$ cat config.mk
export PLATFORM = sky130hd
export DESIGN_NAME = array_seed_cell
export DESIGN_NICKNAME = d
export VERILOG_FILES = /design/src/rtl/array_seed_cell.sv
export SDC_FILE = /design/constraint.sdc
export NUM_CORES = 1
export LEC_CHECK = 0
export ABC_AREA = 1
export CELL_PAD_IN_SITES_DETAIL_PLACEMENT = 2
export CELL_PAD_IN_SITES_GLOBAL_PLACEMENT = 2
export CORE_MARGIN = 4
export CORE_UTILIZATION = 28
export CTS_CLUSTER_SIZE = 14
export DETAILED_ROUTE_END_ITERATION = 10
export PLACE_DENSITY = 0.77
export SETUP_SLACK_MARGIN = 0.1
export SLEW_MARGIN = 5
export SYNTH_ARGS = -nofsm -noshare
export SYNTH_HDL_FRONTEND = slang
export SYNTH_SLANG_ARGS = --single-unit
$ cat constraint.sdc
create_clock -name com_clk -period 2.5 [get_ports com_clk]
set_clock_uncertainty 0.1 [all_clocks]
set_input_delay 0.5 -clock com_clk [delete_from_list [all_inputs] [get_ports com_clk]]
set_output_delay 0.5 -clock com_clk [all_outputs]
set_load 0.02 [all_outputs]
$ cat src/rtl/array_seed_cell.sv
// Systolic BLAST seed-array comparison cell: holds one query nucleotide, forwards subjects with one
// cycle of latency and flags a seed hit when the diagonal match run reaches WORD_LEN.
// Optional feature macro: ARRAY_HIT_HOLD_EN (hit held until hit_ack, overrun reported on hit_drop).
`timescale 1ns/1ps

module array_seed_cell #(
   parameter int LENGTH_CHAR    = 3,
   parameter int LENGTH_COUNTER = 8,
   parameter int WORD_LEN       = 4,
   parameter int RUN_W          = 4
) (
   input  logic                      com_clk,
   input  logic                      reset,
   input  logic                      query_enable,
   input  logic [LENGTH_CHAR-1:0]    query_char_in,
   input  logic                      sub_enable,
   input  logic [LENGTH_CHAR-1:0]    sub_char_in,
   input  logic                      hit_ack,
   output logic [LENGTH_CHAR-1:0]    query_char_out,
   output logic [LENGTH_COUNTER-1:0] query_id,
   output logic [LENGTH_CHAR-1:0]    sub_char_out,
   output logic                      sub_valid_out,
   output logic [LENGTH_COUNTER-1:0] sub_id,
   output logic                      match,
   output logic [RUN_W-1:0]          run_len,
   output logic                      hit,
   output logic [LENGTH_COUNTER-1:0] hit_query_id,
   output logic [LENGTH_COUNTER-1:0] hit_sub_id,
   output logic                      hit_drop
);

   localparam logic [LENGTH_CHAR-1:0] CODE_A = LENGTH_CHAR'(1);
   localparam logic [LENGTH_CHAR-1:0] CODE_C = LENGTH_CHAR'(4);
   localparam logic [LENGTH_CHAR-1:0] CODE_N = LENGTH_CHAR'(5);

   typedef enum logic [1:0] {ST_EMPTY, ST_ARMED, ST_RUN} state_t;

   state_t                    state, state_nxt;
   logic [LENGTH_COUNTER-1:0] q_id, s_id;
   logic                      q_acc, s_acc, cmp_match, new_hit;
   logic [RUN_W-1:0]          run_nxt;
   logic [LENGTH_COUNTER-1:0] hit_sid_calc;

   // Query alphabet excludes N; the subject alphabet includes it (N streams through but never matches).
   always_comb begin
      q_acc     = query_enable && (query_char_in >= CODE_A) && (query_char_in <= CODE_C);
      s_acc     = sub_enable && (sub_char_in >= CODE_A) && (sub_char_in <= CODE_N);
      cmp_match = s_acc && (sub_char_in != CODE_N) && (query_char_out != '0) &&
                  (sub_char_in == query_char_out);
   end

   always_ff @(posedge com_clk) begin
      if (reset) state <= ST_EMPTY;
      else       state <= state_nxt;
   end

   // A query reload restarts the diagonal, so it wins over any subject compare this cycle.
   always_comb begin
      state_nxt = state;
      run_nxt   = run_len;
      new_hit   = 1'b0;
      if (q_acc) begin
         run_nxt   = '0;
         state_nxt = ST_ARMED;
      end else if (s_acc) begin
         if (cmp_match) begin
            run_nxt = (run_len == '1) ? run_len : run_len + RUN_W'(1);
            new_hit = (run_len == RUN_W'(WORD_LEN - 1));
            if (state == ST_ARMED) state_nxt = ST_RUN;
         end else begin
            run_nxt = '0;
            if (state == ST_RUN) state_nxt = ST_ARMED;
         end
      end
   end

   // Position of the first character of the word that just completed.
   assign hit_sid_calc = s_id + LENGTH_COUNTER'(1) - LENGTH_COUNTER'(WORD_LEN - 1);

   always_ff @(posedge com_clk) begin
      if (reset) begin
         query_char_out <= '0;
         query_id       <= '0;
         q_id           <= '1;
         sub_char_out   <= '0;
         sub_valid_out  <= 1'b0;
         sub_id         <= '0;
         s_id           <= '1;
         match          <= 1'b0;
         run_len        <= '0;
      end else begin
         if (q_acc) begin
            query_char_out <= query_char_in;
            q_id           <= q_id + LENGTH_COUNTER'(1);
            query_id       <= q_id + LENGTH_COUNTER'(1);
         end
         sub_valid_out <= s_acc;
         if (s_acc) begin
            sub_char_out <= sub_char_in;
            s_id         <= s_id + LENGTH_COUNTER'(1);
            sub_id       <= s_id + LENGTH_COUNTER'(1);
         end
         match   <= cmp_match;
         run_len <= run_nxt;
      end
   end

`ifdef ARRAY_HIT_HOLD_EN
   // Held hit: an unacknowledged pending hit blocks the new one, which is reported as dropped.
   always_ff @(posedge com_clk) begin
      if (reset) begin
         hit          <= 1'b0;
         hit_query_id <= '0;
         hit_sub_id   <= '0;
         hit_drop     <= 1'b0;
      end else begin
         hit_drop <= 1'b0;
         if (new_hit) begin
            if (hit && !hit_ack) begin
               hit_drop <= 1'b1;
            end else begin
               hit          <= 1'b1;
               hit_query_id <= query_id;
               hit_sub_id   <= hit_sid_calc;
            end
         end else if (hit && hit_ack) begin
            hit <= 1'b0;
         end
      end
   end
`else
   logic unused_hit_ack;
   assign unused_hit_ack = hit_ack;

   always_ff @(posedge com_clk) begin
      if (reset) begin
         hit          <= 1'b0;
         hit_query_id <= '0;
         hit_sub_id   <= '0;
         hit_drop     <= 1'b0;
      end else begin
         hit      <= new_hit;
         hit_drop <= 1'b0;
         if (new_hit) begin
            hit_query_id <= query_id;
            hit_sub_id   <= hit_sid_calc;
         end
      end
   end
`endif

endmodule

==> reports/qor.txt <==
YS warnings: 0
Clock Root Buffer: clkbuf_8
FF-to-FF path depth: 11
Initial Util: 28.7%
Outcome: completed
Final Power: 2400 µW
Cell family with most CP delay: simple AND/OR/NAND/NOR gates
Sequential area share after synthesis: 46.2%
Fin. max-slew vios: 0
Die ar.: 11100 µm²
Initial antenna violation count: 0
Antenna cells: 0
Min Tclk post-route: 2.06 ns
Ratio of cells with drive above 1 in the final layout: 8.81%
RSZ-0062 raised after global routing: false
Syn Inst Count: 354
Slowest stage cell on the critical path: clkdlybuf4s50_1
Comb pwr share: 18.5%
WP data required: 2.66 ns
Netlist cell types: 31
Synth Register Bits: 61
Clock Path Buffers: 2
Synth Area per Inst: 7.47 µm²
P_leak: 0.00149 µW
Sink Count: 61
Post-synth ARST share: 0%
Antenna-violating nets left: 0
Area taken by multi-input logic gates: 1240 µm²
IO Port Bufs: 54
Reg clk slew, reported paths: 0.08 ns
Wirelength per Cell: 15.2 µm
# DRC: 0
Max Clk Rate: 486 MHz
Worst Slack Setup Final: 0.442 ns
P_int: 1660 µW
Post-place setup slack: 0.0608 ns
Storage element area: 1220 µm²
Part of the cycle the worst path needs: 82.3%
Die W: 105 µm
Sw Ratio: 30.8%
Clock share of power: 36.5%
Fillcell total: 1098
I/O pin count: 57
Drt pass-1 iters: 4
H-tree levels: 3
Core ar.: 9200 µm²
Final Hold Viols: 0
Hold crit path type: reg -> reg
CP startpoint kind: input port
CTS tree: done
Num CTS Buffers: 9
Layout Cells excl Fill: 531
Peak supply drop: 0.223 mV
Worst hold stages: 2
Cts-stage hold buffer count: 0
Via density per instance: 4.73
Critical path depth: 7
Worst-path cell chain: clkdlybuf4s50_1 > nor2_1 > nand3_1 > nand2_1 > clkinv_1 > or2_2 > o21ai_0
Row count: 35
Vias in the first global route: 2676
Post-synth EDFFs: 0
WS Path Type: in -> reg
Synth Flop Type: dfxtp_1
# nets final: 430
GRT overflow: 0
Switching power: 739 µW
Starting DRT DRC Count: 83
Power per Cell Area: 681 nW/µm²
Final HPWL DP: 5.84 mm
Setup TNS Final: 0 ns
Total vias in the final route: 2512
Max Cap Violations: 0
Total track usage: 15.2%
Mapped Area: 2640 µm²
Area growth syn-to-layout: 33.4%
WP data arrival: 2.22 ns
Seq pwr share: 45.0%
Routed wire length: 8.05 mm
Critical path peak fanout: 7
Worst setup EP type: flop
Clk_lat worst skew: 0.34 ns
Final GP Congestion: 0.787
Delay of the slowest critical-path stage: 0.44 ns
Syn Nets: 369
First-pass GRT wire length: 13.4 mm
Placed Cells: 515
Flop2flop setup slack: 0.51 ns
Largest net degree at the start of global routing: 29
Buf+Inv Stages, Crit Path: 2
Die height: 105 µm
Setup violators final: 0
-- registers in the layout, summed over array words and instances (netlist names), 3 cells and up --
register	cells
hit_query_id	8
sub_id	8
s_id	8
run_len	4
hit_sub_id	8
query_id	8
query_char_out	3
sub_char_out	3
q_id	8
-- power groups by stage --
stage / clock network, µW / registers [µW] / logic [µW]
after detailed placement: 0 / 1100 / 445
after global routing: 956 / 1090 / 501
after CTS: 905 / 1080 / 453
after global placement: 0 / 1100 / 427
after floorplan: 0 / 1120 / 252
final: 877 / 1080 / 445
-- logic make-up (layout without fill, tap and decap cells) --
logic type               Yosys count  in the layout  synth area share (%)
other                              1              1                 0.142
AO/OA/AOI/OAI                     53             53                  10.9
XOR/XNOR                          11             11                  3.64
flip-flops                        61             61                  46.2
buffers and inverters             43            109                  7.05
AND/OR/NAND/NOR                  181            181                  30.2
adder cells (fa/ha/maj)            4              4                  1.89
-- repair_timing --
action / in CTS / in global routing
buffers inserted: 0 / 0
resized for setup: 0 / 1
setup endpoints to repair: 0 / 1
-- worst register-to-register path, stage by stage (launching register included) --
cell and delay, ns:
dfxtp_2 0.47, inv_1 0.10, ha_1 0.37, nor2_1 0.06
nor2_1 0.17, nand2_1 0.08, nor2_1 0.21, nand3_1 0.11
nand2_1 0.07, nand3_1 0.06, nand2_1 0.06, inv_1 0.03
-- cells in the mapped netlist, types with 2 or more instances --
library cell  instances  area, µm²
dfxtp_1              61       1220
nand3_1              26        130
clkbuf_1              6       22.5
or2_2                 3       18.8
inv_1                27        101
nor2_1               45        169
o211ai_1              7       52.6
nor2_4                3       33.8
nand2_1              90        338
nor3_1                2       10.0
xnor2_1               6       52.6
nand3b_1              2       15.0
o21ai_0              24        120
ha_1                  4       50.1
a21oi_1              20        100
xor2_1                5       43.8
buf_2                 5       25.0
buf_6                 2       22.5
nand4_1               4       25.0
-- stage by stage --
step / instance area (µm²) / hold WS (ns) / utilization, %
after global placement: 3330 / 0.352 / 36.2
after CTS: 3520 / 0.369 / 38.3
after floorplan: 2640 / 0.355 / -
after global routing: 3530 / 0.397 / 38.3
final: 3530 / 0.366 / 38.3
after detailed placement: 3330 / 0.357 / 36.2
-- metal layers --
layer / up-vias / routed length [µm] / GRT usage (%)
li1: 1256 / - / -
met1: 1206 / 3860 / 19.0
met2: 43 / 3880 / 26.1
met3: 7 / 230 / 3.77
met4: 0 / 80 / 3.66
met5: - / 0 / 0
-- final cells by class --
class,instances,area share [%]
Timing Repair Buffer,64,17.8
Inverter,29,3.09
Tap cell,111,3.94
Sequential cell,61,34.7
Clock buffer,10,3.62
Clock inverter,6,1.81
Multi-Input combinational cell,250,35.1
-- final timing paths --
check / endpoint / from
hold reg to reg: sub_id[4] / sub_id[4]
hold / removal: sub_id[4] / sub_id[4]
setup reg to reg: hit_sub_id[7] / s_id[0]
setup / recovery: query_id[0] / query_char_in[0]
-- cell usage in the layout, fill, tap and decap left out, types with 2 or more instances in the layout --
cell type | synthesis | routed
nor3_1 | 2 | 2
nand4_1 | 4 | 4
a21oi_1 | 20 | 20
nand3_1 | 26 | 26
inv_1 | 27 | 27
xnor2_1 | 6 | 6
nor2_1 | 45 | 45
dfxtp_1 | 61 | 60
or2_2 | 3 | 3
nor2_4 | 3 | 3
nand2_1 | 90 | 90
clkbuf_8 | 0 | 9
o211ai_1 | 7 | 7
clkinvlp_4 | 0 | 2
nand3b_1 | 2 | 2
buf_4 | 1 | 9
clkdlybuf4s50_1 | 0 | 54
clkinv_2 | 0 | 2
o21ai_0 | 24 | 24
ha_1 | 4 | 4
xor2_1 | 5 | 5
No activity file was read; power rests on OpenSTA's default activity.
